**src/rtl/shift_tx_ctrl.sv**
```systemverilog
// Parallel-to-serial transmit controller: accepts a WIDTH-bit word, shifts it
// out MSB first with each bit held DIV clocks, then idles GAP bit periods.
module shift_tx_ctrl #(
  parameter int WIDTH = 8,
  parameter int DIV   = 4,
  parameter int GAP   = 2
) (
  input  logic             clk,
  input  logic             rst,
  input  logic             in_valid,
  input  logic [WIDTH-1:0] in_data,
  output logic             in_ready,
  output logic             so,
  output logic             frame,
  output logic             done,
  output logic             busy
);

  // state | meaning
  // IDLE  | waiting for a word, in_ready high, so/frame low
  // SHIFT | frame bits on so, each bit held DIV cycles
  // GAPW  | inter-frame idle for GAP*DIV cycles
  typedef enum logic [1:0] {
    IDLE  = 2'd0,
    SHIFT = 2'd1,
    GAPW  = 2'd2
  } state_t;

  localparam int DIV_W   = (DIV > 1) ? $clog2(DIV) : 1;
  localparam int BIT_W   = $clog2(WIDTH);
  localparam int GAP_CYC = GAP * DIV;
  localparam int GAP_W   = (GAP_CYC > 1) ? $clog2(GAP_CYC) : 1;

  localparam logic [DIV_W-1:0] DIV_LAST = DIV_W'(DIV - 1);
  localparam logic [BIT_W-1:0] BIT_LAST = BIT_W'(WIDTH - 1);
  localparam logic [GAP_W-1:0] GAP_LOAD = GAP_W'((GAP_CYC > 0) ? GAP_CYC - 1 : 0);
  localparam bit               HAS_GAP  = (GAP > 0);

  state_t             state_q, state_d;
  logic [WIDTH-1:0]   sr_q,    sr_d;
  logic [BIT_W-1:0]   bit_q,   bit_d;
  logic [DIV_W-1:0]   div_q,   div_d;
  logic [GAP_W-1:0]   gap_q,   gap_d;
  logic               done_q,  done_d;

  always_ff @(posedge clk) begin
    if (rst) begin
      state_q <= IDLE;
      sr_q    <= '0;
      bit_q   <= '0;
      div_q   <= '0;
      gap_q   <= '0;
      done_q  <= 1'b0;
    end else begin
      state_q <= state_d;
      sr_q    <= sr_d;
      bit_q   <= bit_d;
      div_q   <= div_d;
      gap_q   <= gap_d;
      done_q  <= done_d;
    end
  end

  always_comb begin
    state_d = state_q;
    sr_d    = sr_q;
    bit_d   = bit_q;
    div_d   = div_q;
    gap_d   = gap_q;
    done_d  = 1'b0;

    case (state_q)
      IDLE: begin
        if (in_valid) begin
          sr_d    = in_data;
          bit_d   = '0;
          div_d   = '0;
          state_d = SHIFT;
        end
      end

      SHIFT: begin
        if (div_q == DIV_LAST) begin
          div_d = '0;
          sr_d  = {sr_q[WIDTH-2:0], 1'b0};
          bit_d = bit_q + 1'b1;
          if (bit_q == BIT_LAST) begin
            // done lands in the first cycle after the last bit period
            done_d  = 1'b1;
            bit_d   = '0;
            gap_d   = GAP_LOAD;
            state_d = HAS_GAP ? GAPW : IDLE;
          end
        end else begin
          div_d = div_q + 1'b1;
        end
      end

      GAPW: begin
        if (gap_q == '0) begin
          state_d = IDLE;
        end else begin
          gap_d = gap_q - 1'b1;
        end
      end

      default: begin
        state_d = IDLE;
      end
    endcase
  end

  assign in_ready = (state_q == IDLE);
  assign busy     = (state_q != IDLE);
  assign frame    = (state_q == SHIFT);
  assign so       = (state_q == SHIFT) ? sr_q[WIDTH-1] : 1'b0;
  assign done     = done_q;

endmodule

```
**config.mk**
```make
export PLATFORM = sky130hd
export DESIGN_NAME = shift_tx_ctrl
export DESIGN_NICKNAME = d
export VERILOG_FILES = /design/src/rtl/shift_tx_ctrl.sv
export SDC_FILE = /design/constraint.sdc
export NUM_CORES = 1
export LEC_CHECK = 0
export ABC_AREA = 0
export CORE_MARGIN = 1.5
export CORE_UTILIZATION = 54
export DETAILED_ROUTE_END_ITERATION = 8
export PLACE_DENSITY_LB_ADDON = 0.25
export SLEW_MARGIN = 5
export SYNTH_ARGS = -nofsm -noshare
export SYNTH_HDL_FRONTEND = slang
export SYNTH_SLANG_ARGS = --single-unit
```
**constraint.sdc**
```tcl
create_clock -name clk -period 4.5 [get_ports clk]
set_clock_uncertainty 0.2 [all_clocks]
set_input_delay 0.45 -clock clk [delete_from_list [all_inputs] [get_ports clk]]
set_output_delay 0.45 -clock clk [all_outputs]
set_load 0.005 [all_outputs]
```
Yosys cells after proc, flatten, opt, wreduce, memory -nomap -nowiden

Index checks and enable logic that the tools add are counted.
W data, S select, Z words.

Logic and storage cells: 51
ROM bits: 0
Memories: 0
Latch bits: 0
Memory bits (writable): 0
Flip-flop bits (word level): 19

Reduce and logical (&&, ||, !) cells: 10
Eq/ne operators: 9
Divide/modulo/power cells: 0
Add/subtract/negate cells: 3
Order comparisons: 0
Bitwise logic cells: 2
Shift operators: 0
$mul: 0
Muxes and demuxes: 21

Operator list:

| operator              | count |
|---|---|
| $mux W3               | 6 |
| $mux W8               | 2 |
| $pmux W8 S2           | 1 |
| $mux W2               | 6 |
| $pmux W3 S2           | 2 |
| $reduce_and A4 Y1     | 2 |
| $ne A2 B2 Y1 const B  | 3 |
| $pmux W2 S3           | 1 |
| $reduce_bool A2 Y1    | 3 |
| $eq A2 B2 Y1 const B  | 2 |
| $ne A2 B1 Y1 const B  | 2 |
| $pmux W2 S2           | 1 |
| $add A3 B1 Y3 const B | 1 |
| $eq A3 B3 Y1 const B  | 1 |
| $logic_not A3 Y1      | 1 |
| $reduce_and A3 Y1     | 1 |
| $reduce_or A3 Y1      | 1 |
| $sub A3 B1 Y3 const B | 1 |
| $add A2 B1 Y2 const B | 1 |
| $eq A2 B1 Y1 const B  | 1 |
| $logic_not A2 Y1      | 1 |
| $mux W1               | 2 |
| $not A1 Y1            | 2 |
| $reduce_and A2 Y1     | 1 |

Longest topological paths before layout

Depth in word-level cells: 4
Gate-level depth with buffers: 6
Gate-level depth less buffers: 5

Least setup slack after synthesis

Ideal clock, no wire load.

Path type: reg2out
Start: reg state_q[1]
End: out so
Data arrival time: 0.895 ns
Path slack: 2.955 ns
Required time: 3.850 ns
Cell stages (with the launch flop): 4
Cell sequence: dfxtp_1 > buf_2 > and2b_1 > and2_1

Longest elaborated chain between the ends: 2

RTL lines:

| what                   | RTL line | source |
|---|---|---|
| start, declared        | 39       | `state_t state_q, state_d;` |
| start signal, assigned | 55       | `state_q <= state_d;` |
| $eq A2 B1 Y1           | n/a      |  |
| net frame              | 14       | `output logic frame,` |
| $mux W1                | 116      | `assign so = (state_q == SHIFT) ? sr_q[WIDTH-1] : 1'b0;` |
| end, declared          | 13       | `output logic so,` |

The timed path passes the listed nets, and every way through them passes these cells.

Worst setup path in the final report

Start: reg state_q[0]
End: out so

Longest elaborated chain between the ends: 2

RTL lines:

| what         | RTL line |
|---|---|
| $eq A2 B1 Y1 | 116 |
| $mux W1      | 116 |

Every way passes these cells.

==> summary.txt <==
Power and ir drop
  • Power per standard cell area: 280 nW/um^2
  • Share of power burned in the clock network: 26.7%
  • Switching Fraction: 23.7%
  • Highest ir drop seen on vdd: 160 uV
  • Sequential group share of total power: 59.7%
  • Static leakage: 0.000421 uW
  • Total power of the final layout: 303 uW
  • Total internal power: 231 uW
  • Net switching power: 71.7 uW
  • Power share of the combinational group: 13.7%

Route
  • Wire length per cell after detailed routing: 13.4 um
  • DRT Wirelength: 1.67 mm
  • Residual antenna-violating net count after detailed routing: 0
  • Initial detailed-routing violation count: 13
  • Total DRC errors in the routed layout: 0
  • Number of detailed-routing iterations run before antenna repair: 4
  • Detail-routed via count per cell: 5.99
  • Via Count: 749

Logic synthesis
  • Number of unique standard cell types used by synthesis: 30
  • Gate count after technology mapping: 97
  • Synthesized area: 928 sq um
  • Number of synthesized register bits: 19
  • Post-synthesis sequential area ratio: 41.0%
  • Synthesized netlist net count: 113
  • Yosys Warn Count: 0
  • Mean Syn Cell Area: 9.57 sq um

Clocking
  • Maximum level of the CTS H-tree: 1
  • Clock input transition at the sequential cells of the worst setup and hold paths: 0.10 ns
  • Number of buffers on the longest clock path: 2
  • Number of buffers inserted by hold repair at cts: 0
  • CTS Buf Count: 3
  • Root Buffer Master: sky130_fd_sc_hd__clkbuf_4
  • CTS tree: built
  • Clock sink count: 19
  • Post-CTS setup repair buffer count: 0
  • CTS resizes: 0
  • Clock latency on the worst-skew pair: 0.28 ns

Place
  • Final Wtd Congestion: 0.739
  • Post-DP HPWL: 1.23 mm
  • Cell area reported after detailed placement: 1060 sq um
  • Placed insts: 121
  • Count of buffers inserted at the top-level ports: 15
  • Pre-CTS worst setup slack: 2.23 ns

STA
  • Final critical-path required period: 2.36 ns
  • RSZ-0062 raised after global routing: false
  • Worst slew margin relative to its limit: 47.9%
  • Crit share post-route: 52.5%
  • Maximum clock frequency: 424 MHz
  • Transition time of the tightest slew-check pin: 0.779 ns
  • Final count of hold timing violations: 0
  • Fin. max-slew vios: 0
  • Final worst setup slack: 2.14 ns
  • Setup violators final: 0
  • Setup Total Neg Slack: 0 ns

Finish
  • Share of post-route cells with drive strength above 1: 11.9%
  • Number of diodes: 0
  • Most used cells in the layout excluding fill and tap cells: sky130_fd_sc_hd__dfxtp_1, sky130_fd_sc_hd__clkdlybuf4s50_1, sky130_fd_sc_hd__inv_1
  • Layout overhead on the synthesized area: 16.7%
  • Non-Filler Cell Area, Final: 1080 sq um
  • Most frequent standard cell in the layout excluding fill and tap cells: sky130_fd_sc_hd__dfxtp_1
  • Final std cells w/o fill: 125
  • Number of nets in the finished design: 126

Critical path
  • Maximum fanout count along the critical path: 14
  • Worst Path Class, Setup: flip-flop to output port
  • Worst setup SP type: flip-flop
  • Element type at the critical path end: output port
  • Arrival time reported for the critical path endpoint: 1.71 ns
  • Req. time, crit path: 3.85 ns

Die
  • Die height: 44.5 um
  • Area of the core region: 1560 sq um
  • Initial core utilization: 59.6%
  • # IOs: 16
  • Die outline area: 1980 sq um
  • Number of standard-cell rows in the floorplan: 14
  • Die width: 44.5 um

Run
  • Max-cap violation count: 0

GRT
  • Total track usage: 19.5%
  • Total global routing overflow: 0
  • First-pass GRT wire length: 2.89 mm
  • Number of global-route vias before repair: 686
  • Largest net degree at the start of global routing: 20
  • Number of antenna violations at the first check in global routing: 0

Outcome
  • Result of the run: complete, no violations

Min path
  • Worst hold-check path type: flip-flop to flip-flop
stage by stage:
step                util (%)  hold slack, ns
floorplan                  -           0.240
global placement        67.7           0.252
detailed placement      67.7           0.262
CTS                     69.5           0.279
global route            69.5           0.300
finish                  69.5           0.274
critical path, cell delays in order, from the launching register on:
cell and delay, ns:
sky130_fd_sc_hd__dfxtp_1 0.57, sky130_fd_sc_hd__and2b_1 0.24, sky130_fd_sc_hd__and2_1 0.13, sky130_fd_sc_hd__clkdlybuf4s50_1 0.49
power groups by stage:
stage | registers [uW] | logic, uW | clock network [uW]
3_5_place_dp | 185 | 41.6 | 0
6_report | 181 | 41.4 | 80.9
5_1_grt | 182 | 45.1 | 91.7
3_3_place_gp | 184 | 39.9 | 0
4_1_cts | 181 | 41.7 | 85.9
2_1_floorplan | 182 | 28.1 | 0
flip-flops by register name, summed over array words and instances (netlist names):
signal	count
sr_q	8
div_q	2
gap_q	3
state_q	2
done	1
bit_q	3
synth_stat cells:
cell                        n  area (sq um)
sky130_fd_sc_hd__mux2i_1    1          10.0
sky130_fd_sc_hd__o21bai_1   1          7.51
sky130_fd_sc_hd__buf_2      3          15.0
sky130_fd_sc_hd__nor2b_1    2          12.5
sky130_fd_sc_hd__a22oi_1    2          15.0
sky130_fd_sc_hd__nor3b_1    1          7.51
sky130_fd_sc_hd__nor2_1     5          18.8
sky130_fd_sc_hd__buf_4      1          7.51
sky130_fd_sc_hd__buf_6      1          11.3
sky130_fd_sc_hd__buf_1      1          3.75
sky130_fd_sc_hd__clkbuf_2   1          5.00
sky130_fd_sc_hd__a21oi_1    7          35.0
sky130_fd_sc_hd__a31o_2     2          17.5
sky130_fd_sc_hd__and4b_1    1          10.0
sky130_fd_sc_hd__and2b_1    2          15.0
sky130_fd_sc_hd__dfxtp_1   19           380
sky130_fd_sc_hd__o22ai_1    7          43.8
sky130_fd_sc_hd__nand4b_1   2          17.5
sky130_fd_sc_hd__nand2b_1   2          12.5
sky130_fd_sc_hd__nand3b_1   1          7.51
sky130_fd_sc_hd__a31oi_1    1          6.26
sky130_fd_sc_hd__ha_1       5          62.6
sky130_fd_sc_hd__nor4bb_1   1          10.0
sky130_fd_sc_hd__or3b_1     1          8.76
sky130_fd_sc_hd__a211oi_2   7          87.6
sky130_fd_sc_hd__a311oi_1   3          26.3
sky130_fd_sc_hd__and2_1     1          6.26
sky130_fd_sc_hd__inv_1     11          41.3
sky130_fd_sc_hd__or2_0      1          6.26
sky130_fd_sc_hd__o21ai_0    4          20.0
routing by layer:
metal	global-route usage (%)	wire length, um	vias to the layer above
met5	0	0	-
met3	3.27	97	2
met1	24.3	721	352
met4	9.70	9	0
met2	32.2	843	20
li1	-	-	375
path summary, 6_finish.rpt:
kind / from / to / slack [ns] / depth (start not counted)
setup / recovery: state_q[0] / so / 2.14 / 3
hold / removal: sr_q[3] / sr_q[3] / 0.27 / 2
setup reg to reg: div_q[0] / sr_q[7] / 2.51 / 4
hold reg to reg: sr_q[3] / sr_q[3] / 0.27 / 2
kinds of logic after synthesis:
| family | Yosys count | share of synthesized area, % |
|---|---|---|
| adders and majority gates | 5 | 6.74 |
| and+or+nand+nor | 20 | 14.3 |
| muxes | 1 | 1.08 |
| AOI/OAI and AO/OA | 34 | 27.9 |
| DFF | 19 | 41.0 |
| buffers and inverters | 18 | 9.03 |
area by class of cell:
type	instances	area, sq um
sequential	19	380
clock buffer	3	22.5
timing repair buffer	15	150
clock inverter	1	5.00
tap	16	20.0
multi-input combinational	60	464
fill	126	475
inverter	11	41.3
Note: power is estimated with default switching activity, not from simulation.
